### src/rtl/sprite_bus_writer_if.sv
// Sprite descriptor memory write bus.
//   MW_o      : one-cycle write strobe per word
//   address_o : 30-bit word address (zero when MW_o=0)
//   data_o    : 32-bit write data (zero when MW_o=0)
//   busy_o    : write sequence in progress
// master = sprite_bus_writer, slave = memory write port / observer.
interface sprite_bus_if;
  logic        MW_o;
  logic [29:0] address_o;
  logic [31:0] data_o;
  logic        busy_o;

  modport master (output MW_o, output address_o, output data_o, output busy_o);
  modport slave  (input  MW_o, input  address_o, input  data_o, input  busy_o);
endinterface

### src/rtl/sprite_bus_writer.sv
// Sprite slot selector / enable writer.
// Two push-buttons select a sprite slot and toggle its enable bit; each toggle
// writes the slot's position word and enable word into the sprite descriptor
// table through the sprite_bus_if master port.
// Ports:
//   clk, rst       : clock, asynchronous active-high reset
//   btn_i          : async "next slot" button
//   btn_confirm_i  : async "toggle and commit" button
//   slot_o         : currently selected slot (registered)
//   bus            : MW_o / address_o / data_o / busy_o (registered)
// Build option: define SPRITE_WRITER_DEBOUNCE_EN to insert a DEBOUNCE_CYCLES
// debouncer between each synchronizer and its edge detector.

// Button conditioning: synchronizer, optional debouncer, armed edge detector.
module sprite_btn_cond #(
  parameter int unsigned DEBOUNCE_CYCLES = 500000
) (
  input  logic clk,
  input  logic rst,
  input  logic btn_i,
  output logic pulse_o
);

  if (DEBOUNCE_CYCLES < 1) begin : g_chk_db
    $error("DEBOUNCE_CYCLES must be at least 1");
  end

  logic       sync1_q, sync2_q;
  logic [1:0] warm_q;
  logic       armed_q;
  logic       filt;
  logic       lvl_q, prev_q, pulse_q;

  // Two-flop synchronizer
  always_ff @(posedge clk or posedge rst) begin
    if (rst) begin
      sync1_q <= 1'b0;
      sync2_q <= 1'b0;
    end else begin
      sync1_q <= btn_i;
      sync2_q <= sync1_q;
    end
  end

  // Counts the cycles until sync2_q reflects the real pin after reset
  always_ff @(posedge clk or posedge rst) begin
    if (rst) warm_q <= 2'd0;
    else if (warm_q != 2'd2) warm_q <= warm_q + 2'd1;
  end

`ifdef SPRITE_WRITER_DEBOUNCE_EN
  localparam int unsigned CNT_W = $clog2(DEBOUNCE_CYCLES + 1);
  logic [CNT_W-1:0] db_cnt_q;
  logic             db_level_q;

  // Accept a new level only after it differs from the current one for
  // DEBOUNCE_CYCLES consecutive cycles
  always_ff @(posedge clk or posedge rst) begin
    if (rst) begin
      db_cnt_q   <= '0;
      db_level_q <= 1'b0;
    end else if (sync2_q == db_level_q) begin
      db_cnt_q <= '0;
    end else if (db_cnt_q == CNT_W'(DEBOUNCE_CYCLES - 1)) begin
      db_cnt_q   <= '0;
      db_level_q <= sync2_q;
    end else begin
      db_cnt_q <= db_cnt_q + CNT_W'(1);
    end
  end

  assign filt = db_level_q;
`else
  assign filt = sync2_q;
`endif

  // Rising-edge detector; only armed once the pin has been seen low after
  // reset, so a button held through reset does not fire
  always_ff @(posedge clk or posedge rst) begin
    if (rst) begin
      armed_q <= 1'b0;
      lvl_q   <= 1'b0;
      prev_q  <= 1'b0;
      pulse_q <= 1'b0;
    end else begin
      armed_q <= armed_q | ((warm_q == 2'd2) & ~sync2_q);
      lvl_q   <= filt;
      prev_q  <= lvl_q;
      pulse_q <= lvl_q & ~prev_q & armed_q;
    end
  end

  assign pulse_o = pulse_q;

endmodule

module sprite_bus_writer #(
  parameter logic [29:0] BASE_ADDR       = 30'h0000_0000,
  parameter int unsigned NUM_SLOTS       = 8,
  parameter int unsigned DEBOUNCE_CYCLES = 500000,
  parameter int unsigned WRITE_GAP       = 1
) (
  input  logic             clk,
  input  logic             rst,
  input  logic             btn_i,
  input  logic             btn_confirm_i,
  output logic [2:0]       slot_o,
  sprite_bus_if.master     bus
);

  if (NUM_SLOTS < 1 || NUM_SLOTS > 8) begin : g_chk_slots
    $error("NUM_SLOTS must be in 1..8");
  end
  if (WRITE_GAP > 15) begin : g_chk_gap
    $error("WRITE_GAP must be in 0..15");
  end

  localparam logic [2:0] LAST_SLOT = 3'(NUM_SLOTS - 1);
  localparam logic [4:0] GAP_LEN   = 5'(WRITE_GAP);

  typedef enum logic [2:0] {IDLE, WR_POS, GAP0, WR_EN, DONE} state_t;

  logic        next_pulse, conf_pulse;
  state_t      state_q, state_d;
  logic [3:0]  gap_q, gap_d;
  logic [2:0]  slot_q, slot_d;
  logic [7:0]  en_q, en_d;
  logic        mw_q, mw_d;
  logic [29:0] addr_q, addr_d;
  logic [31:0] data_q, data_d;
  logic        busy_q, busy_d;
  logic [29:0] pos_addr;

  sprite_btn_cond #(.DEBOUNCE_CYCLES(DEBOUNCE_CYCLES)) u_btn_next (
    .clk     (clk),
    .rst     (rst),
    .btn_i   (btn_i),
    .pulse_o (next_pulse)
  );

  sprite_btn_cond #(.DEBOUNCE_CYCLES(DEBOUNCE_CYCLES)) u_btn_conf (
    .clk     (clk),
    .rst     (rst),
    .btn_i   (btn_confirm_i),
    .pulse_o (conf_pulse)
  );

  // Position word address for the latched slot (30-bit wrap)
  assign pos_addr = BASE_ADDR + {26'd0, slot_q, 1'b0};

  // State and registered outputs
  always_ff @(posedge clk or posedge rst) begin
    if (rst) begin
      state_q <= IDLE;
      gap_q   <= 4'd0;
      slot_q  <= 3'd0;
      en_q    <= 8'd0;
      mw_q    <= 1'b0;
      addr_q  <= 30'd0;
      data_q  <= 32'd0;
      busy_q  <= 1'b0;
    end else begin
      state_q <= state_d;
      gap_q   <= gap_d;
      slot_q  <= slot_d;
      en_q    <= en_d;
      mw_q    <= mw_d;
      addr_q  <= addr_d;
      data_q  <= data_d;
      busy_q  <= busy_d;
    end
  end

  // Next state, slot/enable updates, and next registered outputs
  always_comb begin
    state_d = state_q;
    gap_d   = gap_q;
    slot_d  = slot_q;
    en_d    = en_q;
    mw_d    = 1'b0;
    addr_d  = 30'd0;
    data_d  = 32'd0;

    case (state_q)
      IDLE: begin
        // Confirm wins over a same-cycle slot advance
        if (conf_pulse) begin
          en_d[slot_q] = ~en_q[slot_q];
          state_d      = WR_POS;
        end else if (next_pulse) begin
          slot_d = (slot_q == LAST_SLOT) ? 3'd0 : slot_q + 3'd1;
        end
      end
      WR_POS: begin
        gap_d   = 4'd0;
        state_d = (GAP_LEN == 5'd0) ? WR_EN : GAP0;
      end
      GAP0: begin
        if (5'(gap_q) + 5'd1 >= GAP_LEN) state_d = WR_EN;
        else gap_d = gap_q + 4'd1;
      end
      WR_EN:   state_d = DONE;
      DONE:    state_d = IDLE;
      default: state_d = IDLE;
    endcase

    // Outputs follow the state being entered so they line up with it
    case (state_d)
      WR_POS: begin
        mw_d   = 1'b1;
        addr_d = pos_addr;
        data_d = {16'(16'(slot_q) * 16'd80), 16'd200};
      end
      WR_EN: begin
        mw_d   = 1'b1;
        addr_d = pos_addr + 30'd1;
        data_d = {31'd0, en_d[slot_q]};
      end
      default: ;
    endcase

    busy_d = (state_d != IDLE);
  end

  assign slot_o        = slot_q;
  assign bus.MW_o      = mw_q;
  assign bus.address_o = addr_q;
  assign bus.data_o    = data_q;
  assign bus.busy_o    = busy_q;

endmodule

### src/flat_wrapper.sv
// flat-port wrapper written by rule: the top's interface ports become plain ports
module sprite_bus_writer_flat 
#(
  parameter logic [29:0] BASE_ADDR       = 30'h0000_0000,
  parameter int unsigned NUM_SLOTS       = 8,
  parameter int unsigned DEBOUNCE_CYCLES = 500000,
  parameter int unsigned WRITE_GAP       = 1
)
  (clk, rst, btn_i, btn_confirm_i, slot_o, bus_MW_o, bus_address_o, bus_data_o, bus_busy_o);
  sprite_bus_if bus_i ();
  input  logic clk;
  input  logic rst;
  input  logic btn_i;
  input  logic btn_confirm_i;
  output logic [2:0] slot_o;
  output wire logic [$bits(bus_i.MW_o)-1:0] bus_MW_o;
  output wire logic [$bits(bus_i.address_o)-1:0] bus_address_o;
  output wire logic [$bits(bus_i.data_o)-1:0] bus_data_o;
  output wire logic [$bits(bus_i.busy_o)-1:0] bus_busy_o;
  assign bus_MW_o = bus_i.MW_o;
  assign bus_address_o = bus_i.address_o;
  assign bus_data_o = bus_i.data_o;
  assign bus_busy_o = bus_i.busy_o;
  sprite_bus_writer #(.BASE_ADDR(BASE_ADDR), .NUM_SLOTS(NUM_SLOTS), .DEBOUNCE_CYCLES(DEBOUNCE_CYCLES), .WRITE_GAP(WRITE_GAP)) u_core (.clk(clk), .rst(rst), .btn_i(btn_i), .btn_confirm_i(btn_confirm_i), .slot_o(slot_o), .bus(bus_i));
endmodule
### config.mk
export PLATFORM = sky130hd
export DESIGN_NAME = sprite_bus_writer_flat
export DESIGN_NICKNAME = d
export VERILOG_FILES = /design/src/rtl/sprite_bus_writer_if.sv /design/src/rtl/sprite_bus_writer.sv /design/src/flat_wrapper.sv
export SDC_FILE = /design/constraint.sdc
export NUM_CORES = 1
export LEC_CHECK = 0
export BUFFER_PORTS_ARGS = -buffer_cell sky130_fd_sc_hd__buf_2
export CORE_ASPECT_RATIO = 0.75
export CORE_MARGIN = 5
export CORE_UTILIZATION = 25
export DETAILED_ROUTE_END_ITERATION = 6
export PLACE_DENSITY_LB_ADDON = 0.3
export REMOVE_ABC_BUFFERS = 1
export SYNTH_ARGS = -nofsm -noshare
export SYNTH_HDL_FRONTEND = slang
export SYNTH_SLANG_ARGS = --single-unit
### constraint.sdc
create_clock -name clk -period 1.7 [get_ports clk]
set_input_delay 0.255 -clock clk [delete_from_list [all_inputs] [get_ports clk]]
set_output_delay 0.255 -clock clk [all_outputs]
set_load 0.05 [all_outputs]
==> impl_summary.txt, run 1 <==
----------------------------------------------------
[Timing]
  Number of setup violations in the final report ... 8
  Number of slew-limit violations in the final report ... 0
  Final min period ... roughly 1.7 ns
  RSZ-0062 raised after global routing ... yes
  Setup Skew ... roughly 0.0080 ns
  Max Clk Rate ... just under 600 MHz
  Post-layout worst setup margin ... -0.0185 ns
  Total count of hold-check failures in the final report ... 0
  Ratio of final minimum period to clock period ... 101%
  Final-layout worst hold slack ... approximately 0.0025 ns

[Placed design]
  Last weighted congestion value of the routability-driven placer ... ~0.74
  Post-DP HPWL ... between 2 and 3 mm
  Buffers on Ports ... 22
  Placement Cell Area ... approximately 0.0025 sq mm
  Setup WS pre-CTS ... -0.146 ns

[Power and ir drop]
  Peak supply drop ... 0.000655 V
  Pwr Density ... 1690 mW/mm^2
  P_leak ... ~0.0014 uW

[Critical path]
  Critical path capture point type ... flop
  Max FO, Critical Path ... 6
  Crit path buffers/inverters ... 1
  Slowest stage cell, crit path ... sky130_fd_sc_hd__mux4_2
  Critical path arrival ... ~1.9 ns
  CP Launch Type ... flop
  Cell Chain, Critical Path ... mux2i_2 > mux4_2 > buf_6 > mux2_4
  R2R depth ... 4
  Reg-to-reg setup timing slack ... -0.02 ns
  Delay of the slowest cell on the worst path ... roughly 0.52 ns
  Endpoint of the worst-slack reg-to-reg timing path ... u_core.en_q[7]$_DFF_PP0_
  Critical setup path kind ... flop to flop
  Startpoint of the worst-slack reg-to-reg timing path ... u_core.slot_o[0]$_DFFE_PP0P_
  CP delay by family, top ... multiplexers
  Data required time of the critical path ... ~1.9 ns

[Global routing]
  Vias in the first global route ... 1302
  Global route overflow ... 0
  Antenna violations before repair ... 0
  First-pass GRT wire length ... 6.16 mm
  Largest net degree at the start of global routing ... 49
  Global router's overall resource usage ... 6.88%

[Floorplan]
  DIE HEIGHT ... slightly above 90 um
  Initial cell density of the core ... between 20 and 30%
  Core Footprint ... a little over 0.009 sq mm
  Width of the die ... 121 um
  Area of the die ... 0.0113 sq mm
  Cell Rows ... 30
  I/O pin count ... between 70 and 80

[Clock network]
  Clk buf depth ... 2
  Clock Root Buffer ... sky130_fd_sc_hd__clkbuf_16
  Clk_lat worst skew ... around 0.28 ns
  Clk sinks ... 48
  # hold bufs at CTS ... 0
  CTS tree ... yes
  Number of levels in the clock H-tree ... 2
  CTS clock-pin slew for the worst setup and hold paths ... about 0.06 ns
  Total CTS buffers ... 5

[Logic synthesis]
  Synthesized area ... about 0.0023 sq mm
  Share of synthesized area occupied by flip-flops and latches ... between 50% and 60%
  Share of flip-flops with an asynchronous set or reset after synthesis ... 100%
  Dominant cell type by area after synthesis ... sky130_fd_sc_hd__dfrtp_1
  Leading cell types by count after synthesis ... sky130_fd_sc_hd__buf_4, sky130_fd_sc_hd__dfrtp_1, sky130_fd_sc_hd__nor2_1, sky130_fd_sc_hd__inv_1, sky130_fd_sc_hd__mux2_2
  Post-Synthesis Mean Instance Area ... ~11 sq um
  Count of yosys warnings during synthesis ... 0
  Synthesis-stage register bit count ... 48
  Top flip-flop cell by instance count after synthesis ... sky130_fd_sc_hd__dfrtp_1
  Post-Synthesis Cells ... between 200 and 250
  Number of synthesized flops with an enable pin ... 0
  Count leader, synth ... sky130_fd_sc_hd__buf_4
  Yosys cell types ... 34
  Synth top area share ... a little over half
  Most area-consuming cells after synthesis ... sky130_fd_sc_hd__dfrtp_1, sky130_fd_sc_hd__buf_4, sky130_fd_sc_hd__ha_1, sky130_fd_sc_hd__mux2_2, sky130_fd_sc_hd__nor2_1

[Finish]
  Multi-input gate area ... ~900 sq um
  Reg area ... approximately 0.0012 sq mm
  Filler cells ... about 900
  Layout overhead on the synthesized area ... 20.1%
  Share of layout cells above drive strength 1 ... a little under a third
  Antenna diodes ... 0
  Post-layout instance area ... about 0.0028 sq mm
  Final net count ... about 260

[Routing]
  Violation count after the first detailed-routing iteration ... 44
  Final routed wirelength across all metal layers ... ~3.9 mm
  WL per Instance ... slightly above 10 um
  Via Count ... 1327
  Count of antenna-violating nets left after detailed routing ... 0
  Count of TritonRoute iterations in the first routing pass ... 4
  Average vias per placed instance ... approximately 3.5
  Number of remaining DRC errors ... 0

[Outcome]
  Outcome ... finished with violations
  Violations in the final reports ... negative setup slack

[Hold path]
  Hold crit path type ... input pin to async pin

[Run]
  Max-cap violation count ... 0

----------------------------------------------------
## worst min-delay path, cell delays in order
cell,delay [ns]
sky130_fd_sc_hd__buf_2,0.10
sky130_fd_sc_hd__inv_2,0.06
sky130_fd_sc_hd__buf_12,0.24
## worst max path at each step
stage / cells after the start / to / slack (ns) / startpoint
finish: 4 / u_core.en_q[7]$_DFF_PP0_ / -0.02 / u_core.slot_o[0]$_DFFE_PP0P_
global route: 4 / u_core.en_q[2]$_DFF_PP0_ / -0.07 / u_core.slot_o[0]$_DFFE_PP0P_
CTS: 4 / u_core.en_q[4]$_DFF_PP0_ / -0.01 / u_core.slot_o[0]$_DFFE_PP0P_
detailed placement: 7 / u_core.bus.busy_o$_DFF_PP0_ / -0.15 / u_core.gap_q[0]$_DFFE_PP0P_
global placement: 7 / u_core.bus.busy_o$_DFF_PP0_ / -0.07 / u_core.gap_q[0]$_DFFE_PP0P_
floorplan: 5 / u_core.bus.data_o[0]$_DFF_PP0_ / -0.47 / u_core.slot_o[0]$_DFFE_PP0P_
## where the power goes
part           leakage (uW)  total, uW  switching, uW  internal [uW]
registers          0.000604       1560            177           1380
logic              0.000753       2070           1310            759
clock network     0.0000757       1050            376            677
## per-layer routing
metal | part of all wire (%) | track usage [%]
met5 | 0 | 0
met4 | 0.57 | 1.51
met3 | 7.0 | 3.08
met2 | 46 | 10.1
met1 | 47 | 9.28
## sequential cells by signal, summed over array words and instances, names as in the netlist
register	flops
u_core.slot_o	3
u_core.en_q	8
u_core.u_btn_conf.filt	1
u_core.u_btn_conf.armed_q	1
u_core.u_btn_conf.prev_q	1
u_core.u_btn_conf.pulse_o	1
u_core.u_btn_conf.warm_q	2
u_core.bus.address_o	4
u_core.gap_q	4
u_core.u_btn_next.lvl_q	1
u_core.bus.data_o	8
u_core.u_btn_conf.lvl_q	1
u_core.u_btn_next.sync1_q	1
u_core.u_btn_next.warm_q	2
u_core.u_btn_next.pulse_o	1
u_core.u_btn_next.armed_q	1
u_core.state_q	3
u_core.u_btn_next.filt	1
u_core.bus.MW_o	1
u_core.bus.busy_o	1
u_core.u_btn_next.prev_q	1
u_core.u_btn_conf.sync1_q	1
## metrics by stage
step                utilization [%]  total power, uW  TNS (ns)  std cells
floorplan                         -             2870     -2.99        197
finish                         30.6             4690    -0.110        375
global route                   30.6             4980    -0.590        375
CTS                            30.1             4680   -0.0527        373
global placement               27.7             3500    -0.662        365
detailed placement             27.7             3510     -1.03        365
## repair_timing
item | CTS | global route
setup buffers | 2 | 2
setup endpoints to repair | 16 | 17
gates resized for setup | 13 | 8
pin swaps | 4 | 2
## cell type report
class                   count  area share [%]
clock buffers               5            4.52
clock inverters             1            1.08
inverters                  11            1.49
multi-input cells         138            33.2
flip-flops and latches     48            43.4
well taps                 128            5.78
repair buffers             44            10.5
## cell families after synthesis
group,after synthesis,synth area share [%]
buffers and inverters,64,18.9
DFF,48,52.1
and+or+nand+nor,48,11.1
AOI/OAI and AO/OA,16,4.50
muxes,15,7.59
adders and majority gates,9,4.88
xor gates and xnor gates,2,0.759
other,1,0.163
## placed cells by master (no fill, tap or decap), types with 2 or more instances in the layout
cell type / n
sky130_fd_sc_hd__nand2_1: 9
sky130_fd_sc_hd__and3b_1: 4
sky130_fd_sc_hd__nor2b_1: 2
sky130_fd_sc_hd__inv_2: 3
sky130_fd_sc_hd__a21oi_1: 2
sky130_fd_sc_hd__mux2i_1: 2
sky130_fd_sc_hd__a21o_1: 2
sky130_fd_sc_hd__conb_1: 48
sky130_fd_sc_hd__buf_4: 20
sky130_fd_sc_hd__inv_1: 8
sky130_fd_sc_hd__nor3_1: 4
sky130_fd_sc_hd__o21ai_0: 3
sky130_fd_sc_hd__buf_2: 22
sky130_fd_sc_hd__mux2i_2: 2
sky130_fd_sc_hd__mux2_2: 4
sky130_fd_sc_hd__mux2_4: 6
sky130_fd_sc_hd__ha_1: 8
sky130_fd_sc_hd__nand2b_1: 3
sky130_fd_sc_hd__dfrtp_1: 47
sky130_fd_sc_hd__xnor2_1: 2
sky130_fd_sc_hd__a211oi_1: 2
sky130_fd_sc_hd__clkbuf_16: 5
sky130_fd_sc_hd__and2_1: 7
sky130_fd_sc_hd__nor2_1: 11
(Power assumes the default switching activity.)
==> run 2: changes to the inputs <==
SYNTH_HIERARCHICAL = 1   (was unset)
==> run 2 against run 1 <==
Effect of this change: the flow still finishes with violations (negative setup slack); combinational power fell by 11%; via count is 0.90% lower; hold slack gained 0.074 ns; total power shrank 3.0%; non-clock buffer count shrank 8; global-route usage rose by 0.19 points; critical path depth grew 2; cell area is 1.3% lower.
==> impl_summary.txt, run 2 <==
----------------------------------------------------
[Hold path]
  Hold crit path type ... input pin to flop
  Hold endpoint ... u_core/u_btn_next/sync1_q$_DFF_PP0_
  Cell depth of the worst min-delay path ... 1
  Min-delay src ... btn_i

[Critical path]
  Delay of the slowest cell on the worst path ... between 0.3 and 0.4 ns
  Reg-to-reg setup timing slack ... -0.002 ns
  Startpoint of the worst-slack reg-to-reg timing path ... u_core/gap_q[0]$_DFFE_PP0P_
  Critical path arrival ... about 1.9 ns
  CP Launch Type ... flop
  Critical path capture point type ... flop
  R2R depth ... 6
  Cell Chain, Critical Path ... inv_2 > ha_4 > nor4b_4 > o21ai_2 > and3_4 > or4_1
  Critical Path Source ... u_core/gap_q[0]$_DFFE_PP0P_
  Data required time of the critical path ... roughly 1.9 ns
  Critical setup path kind ... flop to flop
  Max FO, Critical Path ... 2
  Endpoint of the worst-slack reg-to-reg timing path ... u_core/bus.busy_o$_DFF_PP0_
  Slowest stage cell, crit path ... sky130_fd_sc_hd__dfrtp_1

[Clock network]
  CTS tree ... yes
  Number of levels in the clock H-tree ... 2
  Clock Root Buffer ... sky130_fd_sc_hd__clkbuf_16
  Clk buf depth ... 2
  Total CTS buffers ... 5
  Clk sinks ... 48
  Clk_lat worst skew ... about 0.28 ns
  CTS clock-pin slew for the worst setup and hold paths ... about 0.07 ns

[Timing]
  Post-layout worst setup margin ... -0.00235 ns
  Ratio of final minimum period to clock period ... 100%
  Final setup TNS ... -0.00235 ns
  RSZ-0062 raised after global routing ... yes
  Max Clk Rate ... 587 MHz
  Final min period ... between 1.5 and 2 ns
  Number of slew-limit violations in the final report ... 0
  Total count of hold-check failures in the final report ... 0
  Setup Skew ... slightly below 0.004 ns
  Number of setup violations in the final report ... 1

[Finish]
  Reg area ... 0.00120 sq mm
  Highest-count cells in the layout ignoring fill and taps ... sky130_fd_sc_hd__conb_1, sky130_fd_sc_hd__dfrtp_1, sky130_fd_sc_hd__buf_2, sky130_fd_sc_hd__buf_4, sky130_fd_sc_hd__inv_1
  Final net count ... 254
  Layout overhead on the synthesized area ... 14.6%
  Antenna diodes ... 0
  Multi-input gate area ... ~920 sq um
  Filler cells ... 948
  Share of layout cells above drive strength 1 ... 27.7%

[Floorplan]
  DIE HEIGHT ... approximately 95 um
  Area of the die ... 0.0116 sq mm
  Core Footprint ... ~0.009 sq mm
  Cell Rows ... 30
  Width of the die ... 123 um
  Initial cell density of the core ... 25.9%
  I/O pin count ... about 70

[Logic synthesis]
  Synthesized area ... approximately 0.0024 sq mm
  Yosys cell types ... between 40 and 50
  Post-Synthesis Cells ... about 210
  Share of synthesized area occupied by flip-flops and latches ... between 50% and 60%
  Post-Synthesis Mean Instance Area ... ~12 sq um
  Number of synthesized flops with an enable pin ... 0
  Dominant combinational cell family by area after synthesis ... buffers and inverters
  Most area-consuming cells after synthesis ... sky130_fd_sc_hd__dfrtp_1, sky130_fd_sc_hd__buf_4, sky130_fd_sc_hd__ha_1, sky130_fd_sc_hd__mux2_2, sky130_fd_sc_hd__mux2i_1
  Top flip-flop cell by instance count after synthesis ... sky130_fd_sc_hd__dfrtp_1
  Synthesis-stage register bit count ... 48
  Synth Area in Compound Gates ... under 10%
  Post-synthesis share of cell area spent on xor and xnor gates ... 1.47%
  Share of flip-flops with an asynchronous set or reset after synthesis ... 100%
  Count leader, synth ... sky130_fd_sc_hd__buf_4
  Dominant cell type by area after synthesis ... sky130_fd_sc_hd__dfrtp_1
  Share of synthesized cell area in full adder, half adder and majority cells ... roughly 4.7%
  Area share of and/or/nand/nor cells after synthesis ... 12.4%
  Mux cell area share after synthesis ... 7.87%
  Synth top area share ... between 50% and 60%
  Count of yosys warnings during synthesis ... 6
  Leading cell types by count after synthesis ... sky130_fd_sc_hd__buf_4, sky130_fd_sc_hd__dfrtp_1, sky130_fd_sc_hd__inv_1, sky130_fd_sc_hd__ha_1, sky130_fd_sc_hd__mux2_2

[Global routing]
  Global route overflow ... 0
  First-pass GRT wire length ... about 6.5 mm
  Vias in the first global route ... between 1k and 1.5k
  Largest net degree at the start of global routing ... 33
  Global router's overall resource usage ... 7.07%
  Antenna violations before repair ... 0

[Routing]
  Via Count ... roughly 1.3k
  Violation count after the first detailed-routing iteration ... 52
  Count of antenna-violating nets left after detailed routing ... 0
  Number of remaining DRC errors ... 0
  WL per Instance ... around 11 um
  Count of TritonRoute iterations in the first routing pass ... 4
  Average vias per placed instance ... between 3 and 4
  Final routed wirelength across all metal layers ... 3.99 mm

[Placed design]
  Buffers on Ports ... 22
  Post-DP HPWL ... between 2 and 3 mm
  Last weighted congestion value of the routability-driven placer ... 0.753
  Setup WS pre-CTS ... -0.0559 ns

[Outcome]
  Outcome ... finished with violations
  Violations in the final reports ... negative setup slack

[Power and ir drop]
  Peak supply drop ... 0.000523 V
  P_leak ... approximately 0.0014 uW
  Pwr Density ... 1660 mW/mm^2

[Run]
  Max-cap violation count ... 0

----------------------------------------------------
run 2: worst max-delay path by stage:
stage | endpoint | slack, ns
after global placement | u_core/bus.busy_o$_DFF_PP0_ | -0.05
final | u_core/bus.busy_o$_DFF_PP0_ | -0.002
after detailed placement | u_core/bus.busy_o$_DFF_PP0_ | -0.06
after floorplan | u_core/en_q[0]$_DFF_PP0_ | -0.25
after CTS | u_core/bus.busy_o$_DFF_PP0_ | -0.04
after global routing | u_core/bus.busy_o$_DFF_PP0_ | -0.08
run 2: cell families (layout without fill, tap and decap cells):
logic type,after synthesis,in the layout
flops,48,48
simple gates,46,46
buf+inv,70,60
mux,16,16
xor+xnor,4,4
fa+ha+maj,9,9
other cells,1,48
compound gates,11,11
run 2: area by class of cell:
class | count | area share (%)
flip-flops and latches | 48 | 43.9
multi-input cells | 134 | 33.5
repair buffers | 36 | 7.96
well taps | 128 | 5.86
clock buffers | 6 | 5.08
inverters | 16 | 2.29
clock inverters | 2 | 1.42
run 2: worst max-delay path, delay by kind of cell (launching register included):
family | cells | cell delay, ns
AO/OA/AOI/OAI | 1 | 0.09
flip-flops | 1 | 0.39
buffers and inverters | 1 | 0.08
adder cells (fa/ha/maj) | 1 | 0.21
AND/OR/NAND/NOR | 3 | 0.81
run 2: timing repair:
action	4_1_cts	5_1_grt
setup endpoints to repair	1	4
endpoints found under the hold margin	16	0
setup buffers	1	0
gates resized for setup	3	1
hold buffers	1	0
pin swaps	2	1
run 2: stage by stage:
step	hold slack [ns]	util (%)	std cells	total power [uW]	cell area [sq um]
floorplan	0.0707	-	198	2890	2160
CTS	0.0717	29.7	370	4580	2730
global route	0.0643	29.7	370	4810	2740
finish	0.0763	29.7	370	4550	2740
detailed placement	0.239	27.4	360	3420	2520
global placement	0.238	27.4	360	3410	2520
run 2: report_power, final:
part / switching [uW] / total, uW / internal [uW]
Clock: 408 / 1140 / 736
Combinational: 1250 / 1840 / 595
Sequential: 186 / 1560 / 1370
Total: 1840 / 4550 / 2700
run 2: routing by layer:
layer,share of wire [%],GRT usage [%],up-vias
li1,-,-,642
met1,45,9.08,638
met2,47,11.1,33
met3,6.7,2.22,2
met4,1.2,2.80,0
met5,0,0,-
